<file path="src/rtl/fetch_pkg.sv">
// Shared types and defaults for the flash sample fetcher: FSM states, song commands,
// address step sizes and the default song map.
package fetch_pkg;

  typedef enum logic [1:0] {S_IDLE, S_RD_LO, S_RD_HI, S_DONE} fetch_state_t;

  // Encoding order doubles as priority: lower non-zero value wins.
  typedef enum logic [1:0] {CMD_NONE, CMD_NEXT, CMD_PREV, CMD_RESTART} song_cmd_t;

  localparam logic [2:0] STEP_NORMAL = 3'd2;
  localparam logic [2:0] STEP_FAST   = 3'd4;

  localparam logic [22:0] SONG_START [2] = '{23'h000000, 23'h200000};
  localparam logic [22:0] SONG_END   [2] = '{23'h200000, 23'h400000};

  function automatic song_cmd_t pick_cmd(input song_cmd_t a, input song_cmd_t b);
    if (a == CMD_NONE) return b;
    if (b == CMD_NONE) return a;
    return (a < b) ? a : b;
  endfunction

endpackage

</file>
<file path="src/rtl/fetch_addr_gen.sv">
// Sample address generator: owns cur_addr, song select, repeat flag and the command latch.
// Updates on the advance strobe (one per emitted sample) or immediately for idle-time commands.
module fetch_addr_gen
  import fetch_pkg::*;
#(
  parameter logic [22:0] SONG0_START = SONG_START[0],
  parameter logic [22:0] SONG0_END   = SONG_END[0],
  parameter logic [22:0] SONG1_START = SONG_START[1],
  parameter logic [22:0] SONG1_END   = SONG_END[1]
) (
  input  logic        clk,
  input  logic        rst,
  input  logic        advance,
  input  logic        busy,
  input  logic        fast,
  input  logic        slow,
  input  logic        next_song,
  input  logic        prev_song,
  input  logic        restart,
  output logic [22:0] cur_addr,
  output logic        song_sel
);

  song_cmd_t   cmd_in, cmd_latch, cmd_apply;
  logic        rep, rep_next;
  logic [2:0]  step;
  logic [23:0] nxt_sum;
  logic [22:0] start_cur, end_cur, start_other;

  always_comb begin
    cmd_in = CMD_NONE;
    if (next_song)      cmd_in = CMD_NEXT;
    else if (prev_song) cmd_in = CMD_PREV;
    else if (restart)   cmd_in = CMD_RESTART;

    // Latched commands replace the step at sample end; idle commands apply at once.
    cmd_apply = CMD_NONE;
    if (advance)    cmd_apply = pick_cmd(cmd_latch, cmd_in);
    else if (!busy) cmd_apply = cmd_in;

    step     = STEP_NORMAL;
    rep_next = 1'b0;
    if (fast && !slow) begin
      step = STEP_FAST;
    end else if (slow && !fast) begin
      step     = rep ? STEP_NORMAL : 3'd0;
      rep_next = ~rep;
    end

    start_cur   = song_sel ? SONG1_START : SONG0_START;
    end_cur     = song_sel ? SONG1_END   : SONG0_END;
    start_other = song_sel ? SONG0_START : SONG1_START;
    nxt_sum     = {1'b0, cur_addr} + {21'b0, step};
  end

  always_ff @(posedge clk or posedge rst) begin
    if (rst) begin
      cur_addr  <= SONG0_START;
      song_sel  <= 1'b0;
      rep       <= 1'b0;
      cmd_latch <= CMD_NONE;
    end else begin
      if (cmd_apply == CMD_RESTART) begin
        cur_addr <= start_cur;
        rep      <= 1'b0;
      end else if (cmd_apply != CMD_NONE) begin
        // Two songs only, so next and prev both flip the selection.
        song_sel <= ~song_sel;
        cur_addr <= start_other;
        rep      <= 1'b0;
      end else if (advance) begin
        rep      <= rep_next;
        cur_addr <= (nxt_sum >= {1'b0, end_cur}) ? start_cur : nxt_sum[22:0];
      end else if (!slow) begin
        rep <= 1'b0;
      end

      if (advance)   cmd_latch <= CMD_NONE;
      else if (busy) cmd_latch <= pick_cmd(cmd_latch, cmd_in);
    end
  end

endmodule

</file>
<file path="src/rtl/flash_sample_fetcher.sv">
// Reads two flash bytes per codec request and presents them as a little-endian 16-bit sample.
// sample_valid follows sample_req by 2*WAIT_CYCLES+2 cycles; one extra request is queued while busy.
module flash_sample_fetcher
  import fetch_pkg::*;
#(
  parameter int          WAIT_CYCLES = 4,
  parameter logic [22:0] SONG0_START = SONG_START[0],
  parameter logic [22:0] SONG0_END   = SONG_END[0],
  parameter logic [22:0] SONG1_START = SONG_START[1],
  parameter logic [22:0] SONG1_END   = SONG_END[1]
) (
  input  logic        CLOCK,
  input  logic        Reset,
  input  logic        sample_req,
  input  logic        play,
  input  logic        restart,
  input  logic        fast,
  input  logic        slow,
  input  logic        next_song,
  input  logic        prev_song,
  input  logic [7:0]  FL_DQ,
  output logic [22:0] FL_ADDR,
  output logic        FL_CE_N,
  output logic        FL_OE_N,
  output logic        FL_WE_N,
  output logic        FL_RST_N,
  output logic [15:0] musicData,
  output logic        sample_valid,
  output logic        SecondSong,
  output logic        busy
);

  localparam logic [3:0] CNT_LAST = 4'(WAIT_CYCLES - 1);

  fetch_state_t state, nstate;
  logic [3:0]   cnt;
  logic [7:0]   lo, hi;
  logic         pending, advance, last;
  logic [22:0]  cur_addr;

  fetch_addr_gen #(
    .SONG0_START(SONG0_START), .SONG0_END(SONG0_END),
    .SONG1_START(SONG1_START), .SONG1_END(SONG1_END)
  ) u_addr (
    .clk(CLOCK), .rst(Reset), .advance(advance), .busy(busy), .fast(fast), .slow(slow),
    .next_song(next_song), .prev_song(prev_song), .restart(restart),
    .cur_addr(cur_addr), .song_sel(SecondSong)
  );

  assign last     = (cnt == CNT_LAST);
  assign FL_ADDR  = (state == S_RD_HI) ? cur_addr + 23'd1 : cur_addr;
  assign FL_WE_N  = 1'b1;
  assign FL_RST_N = 1'b1;

  always_comb begin
    nstate  = state;
    busy    = 1'b0;
    FL_CE_N = 1'b1;
    FL_OE_N = 1'b1;
    advance = 1'b0;
    case (state)
      S_IDLE:  if ((sample_req || pending) && play) nstate = S_RD_LO;
      S_RD_LO: begin
        busy = 1'b1; FL_CE_N = 1'b0; FL_OE_N = 1'b0;
        if (last) nstate = S_RD_HI;
      end
      S_RD_HI: begin
        busy = 1'b1; FL_CE_N = 1'b0; FL_OE_N = 1'b0;
        if (last) nstate = S_DONE;
      end
      S_DONE: begin
        busy    = 1'b1;
        advance = 1'b1;
        nstate  = S_IDLE;
      end
      default: nstate = S_IDLE;
    endcase
  end

  always_ff @(posedge CLOCK or posedge Reset) begin
    if (Reset) begin
      state        <= S_IDLE;
      cnt          <= '0;
      lo           <= '0;
      hi           <= '0;
      pending      <= 1'b0;
      musicData    <= '0;
      sample_valid <= 1'b0;
    end else begin
      state <= nstate;
      cnt   <= (nstate != state || state == S_IDLE) ? 4'd0 : cnt + 4'd1;
      if (state == S_RD_LO && last) lo <= FL_DQ;
      if (state == S_RD_HI && last) hi <= FL_DQ;
      // A queued request is consumed (or dropped when paused) on the first idle cycle.
      if (state == S_IDLE)  pending <= 1'b0;
      else if (sample_req)  pending <= 1'b1;
      sample_valid <= (state == S_DONE);
      if (state == S_DONE && play) musicData <= {hi, lo};
      else if (!play)              musicData <= '0;
    end
  end

endmodule

</file>
<file path="config.mk">
export PLATFORM = sky130hd
export DESIGN_NAME = flash_sample_fetcher
export DESIGN_NICKNAME = d
export VERILOG_FILES = /design/src/rtl/fetch_pkg.sv /design/src/rtl/fetch_addr_gen.sv /design/src/rtl/flash_sample_fetcher.sv
export SDC_FILE = /design/constraint.sdc
export NUM_CORES = 1
export LEC_CHECK = 0
export ABC_CLOCK_PERIOD_IN_PS = 4200
export CAP_MARGIN = 5
export CORE_MARGIN = 4
export CORE_UTILIZATION = 30
export CTS_CLUSTER_SIZE = 24
export DETAILED_ROUTE_END_ITERATION = 7
export HOLD_SLACK_MARGIN = 0.08
export SETUP_SLACK_MARGIN = 0.3
export SLEW_MARGIN = 30
export SYNTH_ARGS = -nofsm -noshare
export SYNTH_HDL_FRONTEND = slang
export SYNTH_SLANG_ARGS = --single-unit
</file>
<file path="constraint.sdc">
create_clock -name CLOCK -period 4.2 [get_ports CLOCK]
set_clock_uncertainty 0.15 [all_clocks]
set_input_delay 0.84 -clock CLOCK [delete_from_list [all_inputs] [get_ports CLOCK]]
set_output_delay 0.84 -clock CLOCK [all_outputs]
set_load 0.01 [all_outputs]
</file>
==> impl_metrics.py <==
metrics = {
    "power": {
        "p_total_w": 0.002345,
        "p_int_w": 0.001629,
        "p_switching_w": 0.0007158,
        "ir_drop_mv": 0.2581,
        "netSwitchingFraction_pct": 30.53,
        "p_comb_share_pct": 28.0,
        "clkPwrFrac_pct": 38.0,
        "seqPwrFrac_pct": 34.0,
        "p_per_area_nw_per_um2": 443.6,
        "p_leak_nw": 2.243,
    },
    "route": {
        "drtIter0Drc": 172,
        "num_vias": 3275,
        "dr.pass1.iters": 4,
        "wire_per_inst_um": 15.27,
        "drc": 0,
        "drt_wl_total_mm": 10.23,
        "via_per_inst": 4.888,
        "drtAntennaViolNets": 0,
    },
    "placed_design": {
        "dp.cells": 651,
        "place_congestion": 0.8810,
        "dp_hpwl_mm": 7.323,
        "portBuffers": 60,
        "dp_slack_ns": -0.4630,
    },
    "sta": {
        "finalCriticalPeriod_ns": 3.865,
        "fmaxAchievable_mhz": 258.7,
        "hold_viol": 0,
        "drv_slew": 0,
        "slew_headroom_pct": 52.68,
        "worst_slack_ns": 0.3346,
        "setup-violations-final": 0,
        "post-route-period-util_pct": 92.03,
        "worst_slew_pin_slew_ns": 0.7090,
        "rsz0062_at_grt": "true",
    },
    "floorplanning": {
        "die_area_um2": 15290,
        "ios": 63,
        "core-area_um2": 12880,
        "initial_core_util_pct": 31.15,
        "die_x_um": 123.6,
        "die_h_um": 123.6,
        "fp-row-count": 41,
    },
    "logic_synthesis": {
        "yosysUniqueCellTypes": 57,
        "synth_area_um2": 4011,
        "yosysTopAreaCell": "dfrtp_1",
        "synth_area_leaders": "dfrtp_1, mux2i_1, mux2_2, ha_1, nand2_1",
        "synth_commonest_cells": "dfrtp_1, nand2_1, nor2_1, clkbuf_1, inv_1",
        "synth.most_common_cell": "dfrtp_1",
        "ys_seq_area_share_pct": 41.17,
        "ys.flop_type": "dfrtp_1",
        "synthCells": 433,
        "synth_area_per_cell_um2": 9.264,
        "yosysWarnings": 0,
        "async_flop_share_pct": 100.0,
        "synth_edf_count": 0,
        "ys_ff_latch": 66,
        "yosys.area.top_type_share_pct": 41.17,
    },
    "final_layout": {
        "fin_util_pct": 41.05,
        "stdcell_count": 670,
        "regArea_um2": 1652,
        "n_fill_cell": 1248,
        "final_layout_size_suffix_gt1_share_pct": 19.08,
        "final_nets": 524,
        "multi_input_comb_area_um2": 2073,
        "diodes": 0,
        "area_growth_pct": 31.75,
    },
    "critical_path": {
        "end_kind": "register",
        "reg2reg_slack_ns": 0.60,
        "cp.required_ns": 4.27,
        "arrival_ns": 3.93,
        "cp-start-kind": "primary input",
        "critical_path_class": "in -> reg",
        "worst-path-max-fanout": 8,
    },
    "global_routing": {
        "grt_overflow": 0,
        "track_usage_pct": 14.34,
        "grt_pass1_vias": 3386,
        "grt_max_degree": 50,
        "antenna_found_initial": 0,
        "grt_pass1_wl_mm": 17.17,
    },
    "clock_tree": {
        "postCtsHoldBufs": 0,
        "cts_tree": "built",
        "cts_sinks": 66,
        "cts_buffers": 9,
        "htreeDepth": 3,
        "insertion_delay_ns": 0.34,
        "cts_root_buf": "clkbuf_16",
        "cts.reportedPaths.clkPinSlew_ns": 0.06,
        "cts_buffer_depth": 2,
    },
    "job": {
        "maxCapViolCount": 0,
    },
    "hold_path": {
        "hp-class": "reg -> reg",
    },
    "outcome": {
        "status": "complete, no violations",
    },
}
## metrics by stage
stage / cell area [um^2] / hold WS [ns] / TNS, ns
2_1_floorplan: 4041 / 0.2831 / 0
5_1_grt: 5285 / 0.3538 / 0
4_1_cts: 5271 / 0.3105 / 0
3_3_place_gp: 4892 / 0.3001 / -3.930
3_5_place_dp: 4897 / 0.3033 / -5.646
6_report: 5285 / 0.3068 / 0
## kinds of logic (layout without fill, tap and decap cells)
group                    Yosys count  in the layout  share of synthesized area (%)
AO/OA/AOI/OAI                     59             59                          9.981
adder cells (fa/ha/maj)           14             14                          4.554
flip-flops                        66             66                          41.17
buffers and inverters             72            136                          8.141
AND/OR/NAND/NOR                  171            171                          23.46
other                              1              2                        0.09348
XOR/XNOR                          13             13                          2.838
multiplexers                      37             37                          9.763
## worst max-delay path, cell delays in order
cell and delay, ns:
buf_6 0.07, nand2b_4 0.11, inv_2 0.04, a21oi_2 0.09, ha_2 0.19, inv_2 0.04, fa_2 0.33, nand3b_4 0.17
nor2_4 0.10, nand4_1 0.15, nor2_2 0.21, xnor2_2 0.09, ha_1 0.28, and4b_1 0.17, o2111a_1 0.18, nand4_1 0.13
nor3_2 0.29, nor3_4 0.12, a221o_1 0.33
## layout by cell type, fill, tap and decap left out, types with 4 or more instances in the layout
cell type         n
o21ai_0          14
nand4_1          10
nand3_1          16
a21oi_1          13
nor2b_1          20
dfrtp_1          66
o211ai_1          4
buf_4            37
nor4_1            6
a22o_1            5
nor2_1           31
ha_1             12
nand2_1          37
mux2_2           17
a221o_1           5
and3_1            5
inv_1            18
clkdlybuf4s50_1  58
mux2i_1          20
xnor2_1           9
clkbuf_16         9
nor3_1           11
or4_1             7
## layer usage
metal	share of wire (%)	global-route usage [%]
met2	49	24.20
met1	42	16.87
met4	1.8	4.844
met5	0	0
met3	7.0	5.177
## sequential cells by signal (all words and copies together), names as in the netlist
signal and flops:
u_addr.cur_addr 22, musicData 16, hi 8, lo 8
cnt 4, state 2, u_addr.cmd_latch 2, pending 1
sample_valid 1, u_addr.rep 1, u_addr.song_sel 1
## layout make-up
type | instances | share of cell area, %
multi-input combinational | 296 | 39.23
clock buffer | 10 | 4.522
timing repair buffer | 99 | 17.26
inverter | 21 | 1.539
tap | 172 | 4.072
clock inverter | 6 | 2.131
sequential | 66 | 31.25
## final timing paths
check / endpoint / start / cells past startpoint
min: cnt[0] / cnt[0] / 1
max in group asynchronous: hi[2] / Reset / 3
min reg2reg: cnt[0] / cnt[0] / 1
max: u_addr.cur_addr[17] / slow / 19
max reg2reg: u_addr.cur_addr[17] / u_addr.rep / 17
min in group asynchronous: u_addr.cur_addr[21] / Reset / 2
## power groups by stage
stage	registers (W)	clock network, W	logic (W)
CTS	0.000798	0.000912	0.000659
floorplan	0.000792	0	0.000406
global route	0.000813	0.000940	0.000728
detailed placement	0.000806	0	0.000647
finish	0.000797	0.000892	0.000656
global placement	0.000803	0	0.000629
## what timing repair did
action,4_1_cts,5_1_grt
setup buffers,2,1
endpoints found under the hold margin,0,0
pin swaps,13,13
resized for setup,9,4
setup endpoints to repair,18,16
No activity file was read; power rests on OpenSTA's default activity.
